`config.mk`:
```
export PLATFORM = sky130hd
export DESIGN_NAME = mux_arbiter_rr4_flat
export DESIGN_NICKNAME = d
export VERILOG_FILES = /design/src/rtl/mux_arbiter_rr4_pkg.sv /design/src/rtl/mux_arbiter_rr4_if.sv /design/src/rtl/mux_arbiter_rr4_pick.sv /design/src/rtl/mux_arbiter_rr4.sv /design/src/flat_wrapper.sv
export SDC_FILE = /design/constraint.sdc
export NUM_CORES = 1
export LEC_CHECK = 0
export ABC_AREA = 1
export CAP_MARGIN = 20
export CORE_MARGIN = 8
export CORE_UTILIZATION = 45
export DETAILED_ROUTE_END_ITERATION = 16
export PLACE_DENSITY = 0.75
export REMOVE_ABC_BUFFERS = 1
export SYNTH_ARGS = -nofsm -noshare
export SYNTH_HDL_FRONTEND = slang
export SYNTH_HIERARCHICAL = 1
export SYNTH_SLANG_ARGS = --single-unit
```
`constraint.sdc`:
```
create_clock -name clk_i -period 1.9 [get_ports clk_i]
set_input_delay 0.19 -clock clk_i [delete_from_list [all_inputs] [get_ports clk_i]]
set_output_delay 0.19 -clock clk_i [all_outputs]
set_load 0.05 [all_outputs]
```
`src/rtl/mux_arbiter_rr4_pkg.sv`:
```
// Shared constants, state encoding and helpers for the 4-way round-robin arbiter.
package arb_pkg;

    localparam int unsigned NUM_REQ = 4;
    localparam int unsigned SEL_W   = 2;

    typedef enum logic {
        ST_IDLE = 1'b0,
        ST_BUSY = 1'b1
    } arb_state_e;

    typedef logic [SEL_W-1:0]   sel_t;
    typedef logic [NUM_REQ-1:0] req_t;

    function automatic req_t idx2onehot(input sel_t idx);
        req_t oh;
        oh      = '0;
        oh[idx] = 1'b1;
        return oh;
    endfunction

endpackage

```
`src/rtl/mux_arbiter_rr4_if.sv`:
```
// Request/grant bundle between the four clients and the round-robin arbiter.
interface mux_arbiter_rr4_if;
    import arb_pkg::*;

    req_t req_i;
    logic done_i;
    req_t grant_o;
    sel_t select_o;
    logic valid_o;
    logic timeout_o;

    modport master (
        output req_i, done_i,
        input  grant_o, select_o, valid_o, timeout_o
    );

    modport slave (
        input  req_i, done_i,
        output grant_o, select_o, valid_o, timeout_o
    );

endinterface

```
`src/rtl/mux_arbiter_rr4_pick.sv`:
```
// Combinational round-robin pick: first set request at ptr, ptr+1, ptr+2, ptr+3 (mod 4).
module rr_pick4
    import arb_pkg::*;
(
    input  req_t req,
    input  sel_t ptr,
    output sel_t idx,
    output logic found
);

    sel_t cand;

    always_comb begin
        idx   = '0;
        found = 1'b0;
        cand  = '0;
        for (int unsigned i = 0; i < NUM_REQ; i++) begin
            cand = ptr + sel_t'(i);
            if (!found && req[cand]) begin
                idx   = cand;
                found = 1'b1;
            end
        end
    end

endmodule

```
`src/rtl/mux_arbiter_rr4.sv`:
```
// Four-requester round-robin arbiter with held grants; optional watchdog release
// enabled by defining MUX_ARB_TIMEOUT_EN.
module mux_arbiter_rr4
    import arb_pkg::*;
#(
    parameter int unsigned TIMEOUT = 16
) (
    input logic             clk_i,
    input logic             rst_i,
    mux_arbiter_rr4_if.slave bus
);

    if (TIMEOUT < 2) begin : g_bad_timeout
        $error("TIMEOUT must be at least 2");
    end

    arb_state_e state_q, state_d;
    sel_t       ptr_q, ptr_d;
    req_t       grant_q, grant_d;
    sel_t       select_q, select_d;

    sel_t pick_ptr;
    sel_t pick_idx;
    logic pick_found;
    logic load_grant;
    logic expire;
    logic rel;

    // While busy, the search starts just past the current winner so a release can re-grant immediately.
    assign pick_ptr = (state_q == ST_BUSY) ? sel_t'(select_q + 2'd1) : ptr_q;

    rr_pick4 u_pick (
        .req   (bus.req_i),
        .ptr   (pick_ptr),
        .idx   (pick_idx),
        .found (pick_found)
    );

`ifdef MUX_ARB_TIMEOUT_EN
    localparam int unsigned WD_W = $clog2(TIMEOUT + 1);

    logic [WD_W-1:0] wd_q, wd_d;
    logic            timeout_q, timeout_d;

    assign expire    = (wd_q == WD_W'(TIMEOUT - 1));
    assign timeout_d = (state_q == ST_BUSY) && expire && !bus.done_i;

    always_comb begin
        wd_d = wd_q;
        if (load_grant) begin
            wd_d = '0;
        end else if (state_q == ST_BUSY) begin
            wd_d = wd_q + 1'b1;
        end
    end

    always_ff @(posedge clk_i) begin
        if (rst_i) begin
            wd_q      <= '0;
            timeout_q <= 1'b0;
        end else begin
            wd_q      <= wd_d;
            timeout_q <= timeout_d;
        end
    end

    assign bus.timeout_o = timeout_q;
`else
    assign expire        = 1'b0;
    assign bus.timeout_o = 1'b0;
`endif

    assign rel = (state_q == ST_BUSY) && (bus.done_i || expire);

    always_comb begin
        state_d    = state_q;
        ptr_d      = ptr_q;
        grant_d    = grant_q;
        select_d   = select_q;
        load_grant = 1'b0;

        unique case (state_q)
            ST_IDLE: begin
                load_grant = pick_found;
            end
            ST_BUSY: begin
                if (rel) begin
                    ptr_d = pick_ptr;
                    if (pick_found) begin
                        load_grant = 1'b1;
                    end else begin
                        grant_d = '0;
                        state_d = ST_IDLE;
                    end
                end
            end
            default: state_d = ST_IDLE;
        endcase

        if (load_grant) begin
            grant_d  = idx2onehot(pick_idx);
            select_d = pick_idx;
            state_d  = ST_BUSY;
        end
    end

    always_ff @(posedge clk_i) begin
        if (rst_i) begin
            state_q  <= ST_IDLE;
            ptr_q    <= '0;
            grant_q  <= '0;
            select_q <= '0;
        end else begin
            state_q  <= state_d;
            ptr_q    <= ptr_d;
            grant_q  <= grant_d;
            select_q <= select_d;
        end
    end

    assign bus.grant_o  = grant_q;
    assign bus.select_o = select_q;
    assign bus.valid_o  = (state_q == ST_BUSY);

endmodule
```
`src/flat_wrapper.sv`:
```
// flat-port wrapper written by rule: the top's interface ports become plain ports
module mux_arbiter_rr4_flat import arb_pkg::*;
#(
    parameter int unsigned TIMEOUT = 16
)
  (clk_i, rst_i, bus_req_i, bus_done_i, bus_grant_o, bus_select_o, bus_valid_o, bus_timeout_o);
  mux_arbiter_rr4_if bus_i ();
  input logic clk_i;
  input logic rst_i;
  input wire logic [$bits(bus_i.req_i)-1:0] bus_req_i;
  input wire logic [$bits(bus_i.done_i)-1:0] bus_done_i;
  output wire logic [$bits(bus_i.grant_o)-1:0] bus_grant_o;
  output wire logic [$bits(bus_i.select_o)-1:0] bus_select_o;
  output wire logic [$bits(bus_i.valid_o)-1:0] bus_valid_o;
  output wire logic [$bits(bus_i.timeout_o)-1:0] bus_timeout_o;
  assign bus_i.req_i = bus_req_i;
  assign bus_i.done_i = bus_done_i;
  assign bus_grant_o = bus_i.grant_o;
  assign bus_select_o = bus_i.select_o;
  assign bus_valid_o = bus_i.valid_o;
  assign bus_timeout_o = bus_i.timeout_o;
  mux_arbiter_rr4 #(.TIMEOUT(TIMEOUT)) u_core (.clk_i(clk_i), .rst_i(rst_i), .bus(bus_i));
endmodule
```
==> impl_metrics.json, run 1 <==
{
  "place_ws_ns": -0.06351,
  "hold_end": "u_core/bus.grant_o[0]$_SDFFE_PP0P_",
  "p_comb_share_pct": 78.9,
  "path_clk_slew_ns": 0.06,
  "die-area_um2": 3247,
  "clock_path_buffers": 2,
  "via_per_inst": 4.958,
  "grt.total_usage_pct": 10.59,
  "p_seq_share_pct": 14.8,
  "async_flop_share_pct": 0,
  "cp.buffers_inverters": 4,
  "crit_top_cell": "nand2_1",
  "worst-setup-path-type": "register to register",
  "setup_ws_ns": 0.04986,
  "insertion_delay_ns": 0.25,
  "final_nets": 158,
  "drt_iter0_markers": 20,
  "ir_drop_uv": 1074,
  "powerDensity_nw_per_um2": 2021,
  "grt_pass1_vias": 694,
  "finClkSkew_ns": 0.002786,
  "place.detailed.hpwl_um": 1333,
  "syn-cell-area_um2": 755.7,
  "fp.dieH_um": 56.98,
  "worstHoldPathType": "register to register",
  "syn2layout_area_growth_pct": 46.69,
  "cts_root_buffer": "clkbuf_4",
  "seq_area_um2": 186.4,
  "power_switching_mw": 1.146,
  "setup_tns_ns": 0,
  "fillCellCount": 139,
  "wirelength_um": 1744,
  "reg2reg_slack_ns": 0.05,
  "p_clk_share_pct": 6.3,
  "slowest_delay_ns": 0.37,
  "synthCells": 120,
  "tightestPinTransition_ns": 0.5049,
  "slowest_stage": "dfxtp_4",
  "numPortBuffers": 13,
  "yosysTopAreaCellShare_pct": 23.84,
  "numCtsBuffers": 3,
  "status": "complete, no violations",
  "cp.arrival_ns": 2.03,
  "post-route-drc-count": 0,
  "whs_ns": 0.4741,
  "antenna_found_initial": 0,
  "path_delay_family": "simple AND/OR/NAND/NOR gates",
  "avgRoutedWirePerCell_um": 10.44,
  "synthMostInstantiatedCell": "nand2_1",
  "yosysTopAreaCell": "dfxtp_1",
  "ys_warn_count": 6,
  "leakage_nw": 0.5416,
  "htree_levels": 1,
  "crit_path_start_kind": "register",
  "synth_edf_count": 0,
  "drv_cap": 0,
  "period_needed_ns": 1.850,
  "ioPinCount": 15,
  "die_w_um": 56.98,
  "postRouteAntennaNets": 0,
  "hold_viol": 0,
  "core_area_um2": 1652,
  "rsz0062_at_grt": "yes",
  "fin_crit_sh_pct": 97.38,
  "hold_path_depth": 2,
  "grt_pass1_wl_um": 2842,
  "r2r_cells": 17,
  "vias": 828,
  "end_kind": "register",
  "post_route_cells_drive_above_1_share_pct": 40.00,
  "synth.top_cells.by_count": "nand2_1, nand3_1, inv_1, nand2_2, dfxtp_1",
  "max_freq_mhz": 540.5,
  "cp.required_ns": 2.08,
  "gr-total-overflow": 0,
  "hp-start": "u_core/bus.grant_o[0]$_SDFFE_PP0P_",
  "stdcell_count": 167,
  "regToRegEndpoint": "u_core/bus.grant_o[3]$_SDFFE_PP0P_",
  "routabilityCongestion": 0.7866,
  "crit_start": "u_core/bus.select_o[0]$_SDFFE_PP0P_",
  "setup_viol_count_final": 0,
  "initial_utilization_pct": 45.76,
  "slew_viol_final": 0,
  "crit_chain": "xnor2_4 > o21ai_2 > buf_6 > inv_6 > nand2_4 > nand2_4 > nand2_2 > nand2_2 > nor2_4 > nand3_2 > nand2_1 > nand2_1 > inv_2 > nand2_1 > inv_1 > nand3_1 > a21oi_2",
  "ys.flop_type": "dfxtp_1",
  "cts_tree": "yes",
  "avgSynthCellArea_um2": 6.298,
  "power.internal_mw": 1.094,
  "yosys-top-cells-area": "dfxtp_1, nand2_1, nand2_2, nand3_1, inv_1",
  "ys_types": 22,
  "p_sw_share_pct": 51.18,
  "multi_input_area_um2": 531.8,
  "ctsHoldBuffers": 0,
  "first_pass_iters": 6,
  "slew_headroom_pct": 66.23,
  "grt_max_degree": 10,
  "rr_startpoint": "u_core/bus.select_o[0]$_SDFFE_PP0P_",
  "cts.sinks": 9,
  "critical_path.max_fanout": 5,
  "ys_seq_area_share_pct": 23.84,
  "antenna_cells": 0,
  "rows": 15,
  "dp.cells": 157,
  "synth-seq-cells": 9,
  "p_total_mw": 2.240
}
cells in the final DEF (no fill, tap or decap):
cell type	Yosys	final
a21oi_1	7	6
a21oi_2	2	3
buf_4	2	14
buf_6	1	3
clkbuf_1	0	1
clkbuf_4	0	3
clkdlybuf4s50_1	0	13
conb_1	1	1
dfxtp_1	9	6
dfxtp_2	0	2
dfxtp_4	0	1
inv_1	13	11
inv_2	4	3
inv_4	0	2
inv_6	0	1
nand2_1	32	31
nand2_2	13	14
nand2_4	4	4
nand3_1	14	11
nand3_2	3	5
nand3_4	0	1
nand3b_1	1	1
nand4_1	1	1
nor2_1	6	6
nor2_2	1	1
nor2_4	1	1
o21ai_1	1	2
o21ai_2	0	1
xnor2_4	0	1
cell families (layout without fill, tap and decap cells):
group,count (synthesis),after routing,share of synthesized area [%]
simple gates,76,76,52.98
buf+inv,21,51,12.58
compound gates,12,12,8.940
flops,9,9,23.84
other cells,1,1,0.4962
xor+xnor,1,1,1.159
worst register-to-register path, delay by kind of cell, from the launching register on:
family,cells,cell delay [ns]
and+or+nand+nor,10,0.67
DFF,1,0.37
buffers and inverters,4,0.33
AOI/OAI and AO/OA,2,0.26
xor gates and xnor gates,1,0.15
state kept, by name, summed over array words and instances (netlist names):
name and flops:
u_core/bus.grant_o 4, u_core/bus.select_o 2, u_core/ptr_q 2, u_core/bus.valid_o 1
metrics by stage:
| stage | area, um^2 | utilization (%) |
|---|---|---|
| finish | 1109 | 67.12 |
| global route | 1109 | 67.12 |
| CTS | 998.5 | 60.45 |
| detailed placement | 958.4 | 58.03 |
| global placement | 958.4 | 58.03 |
| floorplan | 724.4 | - |
power groups by stage:
stage | combinational [mW] | clock [mW] | sequential, mW
after global routing | 1.94 | 0.154 | 0.339
after global placement | 1.47 | 0 | 0.298
after CTS | 1.54 | 0.148 | 0.305
final | 1.77 | 0.142 | 0.331
after floorplan | 0.894 | 0 | 0.489
after detailed placement | 1.50 | 0 | 0.300
how the worst max path moves through the flow:
| stage | cells past startpoint | end |
|---|---|---|
| after floorplan | 12 | u_core/bus.grant_o[0]$_SDFFE_PP0P_ |
| after global placement | 17 | u_core/bus.grant_o[1]$_SDFFE_PP0P_ |
| after CTS | 17 | u_core/bus.grant_o[1]$_SDFFE_PP0P_ |
| final | 17 | u_core/bus.grant_o[3]$_SDFFE_PP0P_ |
| after global routing | 16 | u_core/bus.grant_o[1]$_SDFFE_PP0P_ |
| after detailed placement | 17 | u_core/bus.grant_o[1]$_SDFFE_PP0P_ |
routing by layer:
metal / GRT usage (%) / vias up / part of all wire (%)
met5: 0 / - / 0
met4: 6.040 / 0 / 1.2
met1: 11.95 / 373 / 44
li1: - / 435 / -
met3: 2.882 / 2 / 4.6
met2: 17.36 / 18 / 50
final cells by class:
class | count | share of cell area [%]
clock buffer | 4 | 2.370
inverter | 17 | 6.659
multi-input combinational | 90 | 47.97
sequential | 9 | 16.82
tap | 17 | 1.919
timing repair buffer | 30 | 24.27
timing repair:
| item | CTS | global route |
|---|---|---|
| setup endpoints to repair | 5 | 7 |
| buffers inserted | 0 | 5 |
| cloned | 0 | 1 |
| resized for setup | 5 | 19 |
| pin swaps | 0 | 3 |
(Power assumes the default switching activity.)
==> inputs of run 2 (changes only) <==
Settings changed: CAP_MARGIN 20 to 15, PLACE_DENSITY 0.75 to 0.74.
==> impl_metrics.json, run 2 (synthesis gave the netlist of run 1 again) <==
{
  "status": "complete, no violations",
  "antenna_found_initial": 0,
  "clock_path_buffers": 2,
  "core_area_um2": 1652,
  "first_pass_iters": 4,
  "hold_viol": 0,
  "powerDensity_nw_per_um2": 2017,
  "rows": 15,
  "finClkSkew_ns": 0.001973,
  "grt.total_usage_pct": 11.54,
  "r2r_cells": 15,
  "cts.sinks": 9,
  "stdcell_count": 164,
  "seq_area_um2": 185.2,
  "end_kind": "register",
  "initial_utilization_pct": 45.76,
  "whs_ns": 0.4797,
  "drt_iter0_markers": 11,
  "max_freq_mhz": 530.5,
  "dp.cells": 157,
  "fp.dieH_um": 56.98,
  "place.detailed.hpwl_um": 1395,
  "period_needed_ns": 1.885,
  "hp-start": "u_core/bus.grant_o[3]$_SDFFE_PP0P_",
  "rsz0062_at_grt": "yes",
  "die_w_um": 56.98,
  "ir_drop_uv": 1170,
  "postRouteAntennaNets": 0,
  "numPortBuffers": 13,
  "die-area_um2": 3247,
  "hold_path_depth": 2,
  "fillCellCount": 157,
  "post_route_cells_drive_above_1_share_pct": 36.05,
  "final_common_cell": "nand2_1",
  "largest_register_ff_count": 4,
  "grt_max_degree": 10,
  "worst-setup-path-type": "register to register",
  "rr_startpoint": "u_core/bus.select_o[0]$_SDFFE_PP0P_",
  "setup_viol_count_final": 0,
  "htree_levels": 1,
  "critical_path.max_fanout": 5,
  "numCtsBuffers": 3,
  "drv_cap": 0,
  "antenna_cells": 0,
  "hold_end": "u_core/bus.grant_o[3]$_SDFFE_PP0P_",
  "cts_tree": "yes",
  "cp.required_ns": 2.09,
  "cp.arrival_ns": 2.08,
  "crit_path_start_kind": "register",
  "via_per_inst": 4.921,
  "leakage_nw": 0.5223,
  "fin_crit_sh_pct": 99.22,
  "grt_pass1_vias": 726,
  "cts_root_buffer": "clkbuf_4",
  "regToRegEndpoint": "u_core/bus.grant_o[1]$_SDFFE_PP0P_",
  "slew_viol_final": 0,
  "tightestPinTransition_ns": 0.5083,
  "post-route-drc-count": 0,
  "wirelength_um": 1928,
  "reg2reg_slack_ns": 0.01,
  "final_cell_mix": "nand2_1, nand2_2, clkdlybuf4s50_1, buf_4, nand3_1",
  "insertion_delay_ns": 0.26,
  "path_clk_slew_ns": 0.06,
  "ioPinCount": 15,
  "avgRoutedWirePerCell_um": 11.76,
  "routabilityCongestion": 0.8495,
  "worstHoldPathType": "register to register",
  "syn2layout_area_growth_pct": 38.24,
  "grt_pass1_wl_um": 3001,
  "multi_input_area_um2": 501.7,
  "slew_headroom_pct": 66.01,
  "final_nets": 155,
  "vias": 807,
  "gr-total-overflow": 0,
  "ctsHoldBuffers": 0
}
-- run 2: power breakdown --
part | internal (mW) | leakage, nW | switching [mW]
Clock | 0.0809 | 0.0150 | 0.0665
Combinational | 0.656 | 0.432 | 0.995
Sequential | 0.262 | 0.0748 | 0.0462
-- run 2: worst max-delay path by stage --
stage	end	from	slack (ns)	cells after the start
after CTS	u_core/bus.grant_o[1]$_SDFFE_PP0P_	u_core/bus.valid_o$_SDFF_PP0_	0.02	18
after global routing	u_core/bus.grant_o[1]$_SDFFE_PP0P_	u_core/bus.valid_o$_SDFF_PP0_	-0.11	18
final	u_core/bus.grant_o[1]$_SDFFE_PP0P_	u_core/bus.select_o[0]$_SDFFE_PP0P_	0.01	15
after detailed placement	u_core/bus.grant_o[1]$_SDFFE_PP0P_	u_core/bus.select_o[0]$_SDFFE_PP0P_	-0.05	15
after floorplan	u_core/bus.grant_o[0]$_SDFFE_PP0P_	u_core/bus.valid_o$_SDFF_PP0_	-1.18	12
after global placement	u_core/bus.grant_o[1]$_SDFFE_PP0P_	u_core/bus.select_o[0]$_SDFFE_PP0P_	-0.02	16
-- run 2: area by class of cell --
cell class                 instances  share of cell area [%]
tap                               17                   2.036
clock buffer                       4                   2.515
multi-input combinational         90                   48.02
sequential                         9                   17.72
timing repair buffer              27                   22.87
inverter                          17                   6.826
-- run 2: routing by layer --
metal | vias to the layer above | track usage (%) | wire length [um]
li1 | 424 | - | -
met5 | - | 0 | 0
met4 | 0 | 10.40 | 58
met2 | 26 | 19.53 | 984
met3 | 4 | 2.439 | 99
met1 | 353 | 11.45 | 785
-- run 2: through the flow --
stage	power (mW)	utilization, %	worst slack (ns)	cell area (um^2)	setup TNS, ns
5_1_grt	2.286	63.26	-0.1128	1045	-0.4275
4_1_cts	2.030	61.29	0.02229	1012	0
3_3_place_gp	1.773	58.03	-0.01983	958.4	-0.01983
2_1_floorplan	1.383	-	-1.179	724.4	-8.032
3_5_place_dp	1.802	58.03	-0.04635	958.4	-0.07258
6_report	2.107	63.26	0.01491	1045	0
-- run 2: worst max-delay path, stage by stage, from the launching register on --
cell and delay (ns):
dfxtp_4 0.36, xnor2_2 0.17, o21ai_1 0.08, buf_4 0.17
buf_4 0.14, nand3_2 0.10, nand2_4 0.07, nor2_4 0.15
nand3_2 0.07, nand2_1 0.06, nand2_1 0.06, inv_2 0.08
inv_1 0.04, nor2_1 0.08, nand3_1 0.07, a21oi_1 0.11
-- run 2: repair_timing --
item / in CTS / in global routing
endpoints found under the setup margin: 5 / 7
pin swaps: 0 / 2
resized for setup: 7 / 8
buffers inserted: 2 / 1
==> inputs of run 3 (changes only) <==
Settings changed: SLEW_MARGIN set to 20.
==> results of run 3 <==
Same layout as run 2: the final DEF is identical, and so are final timing and power.
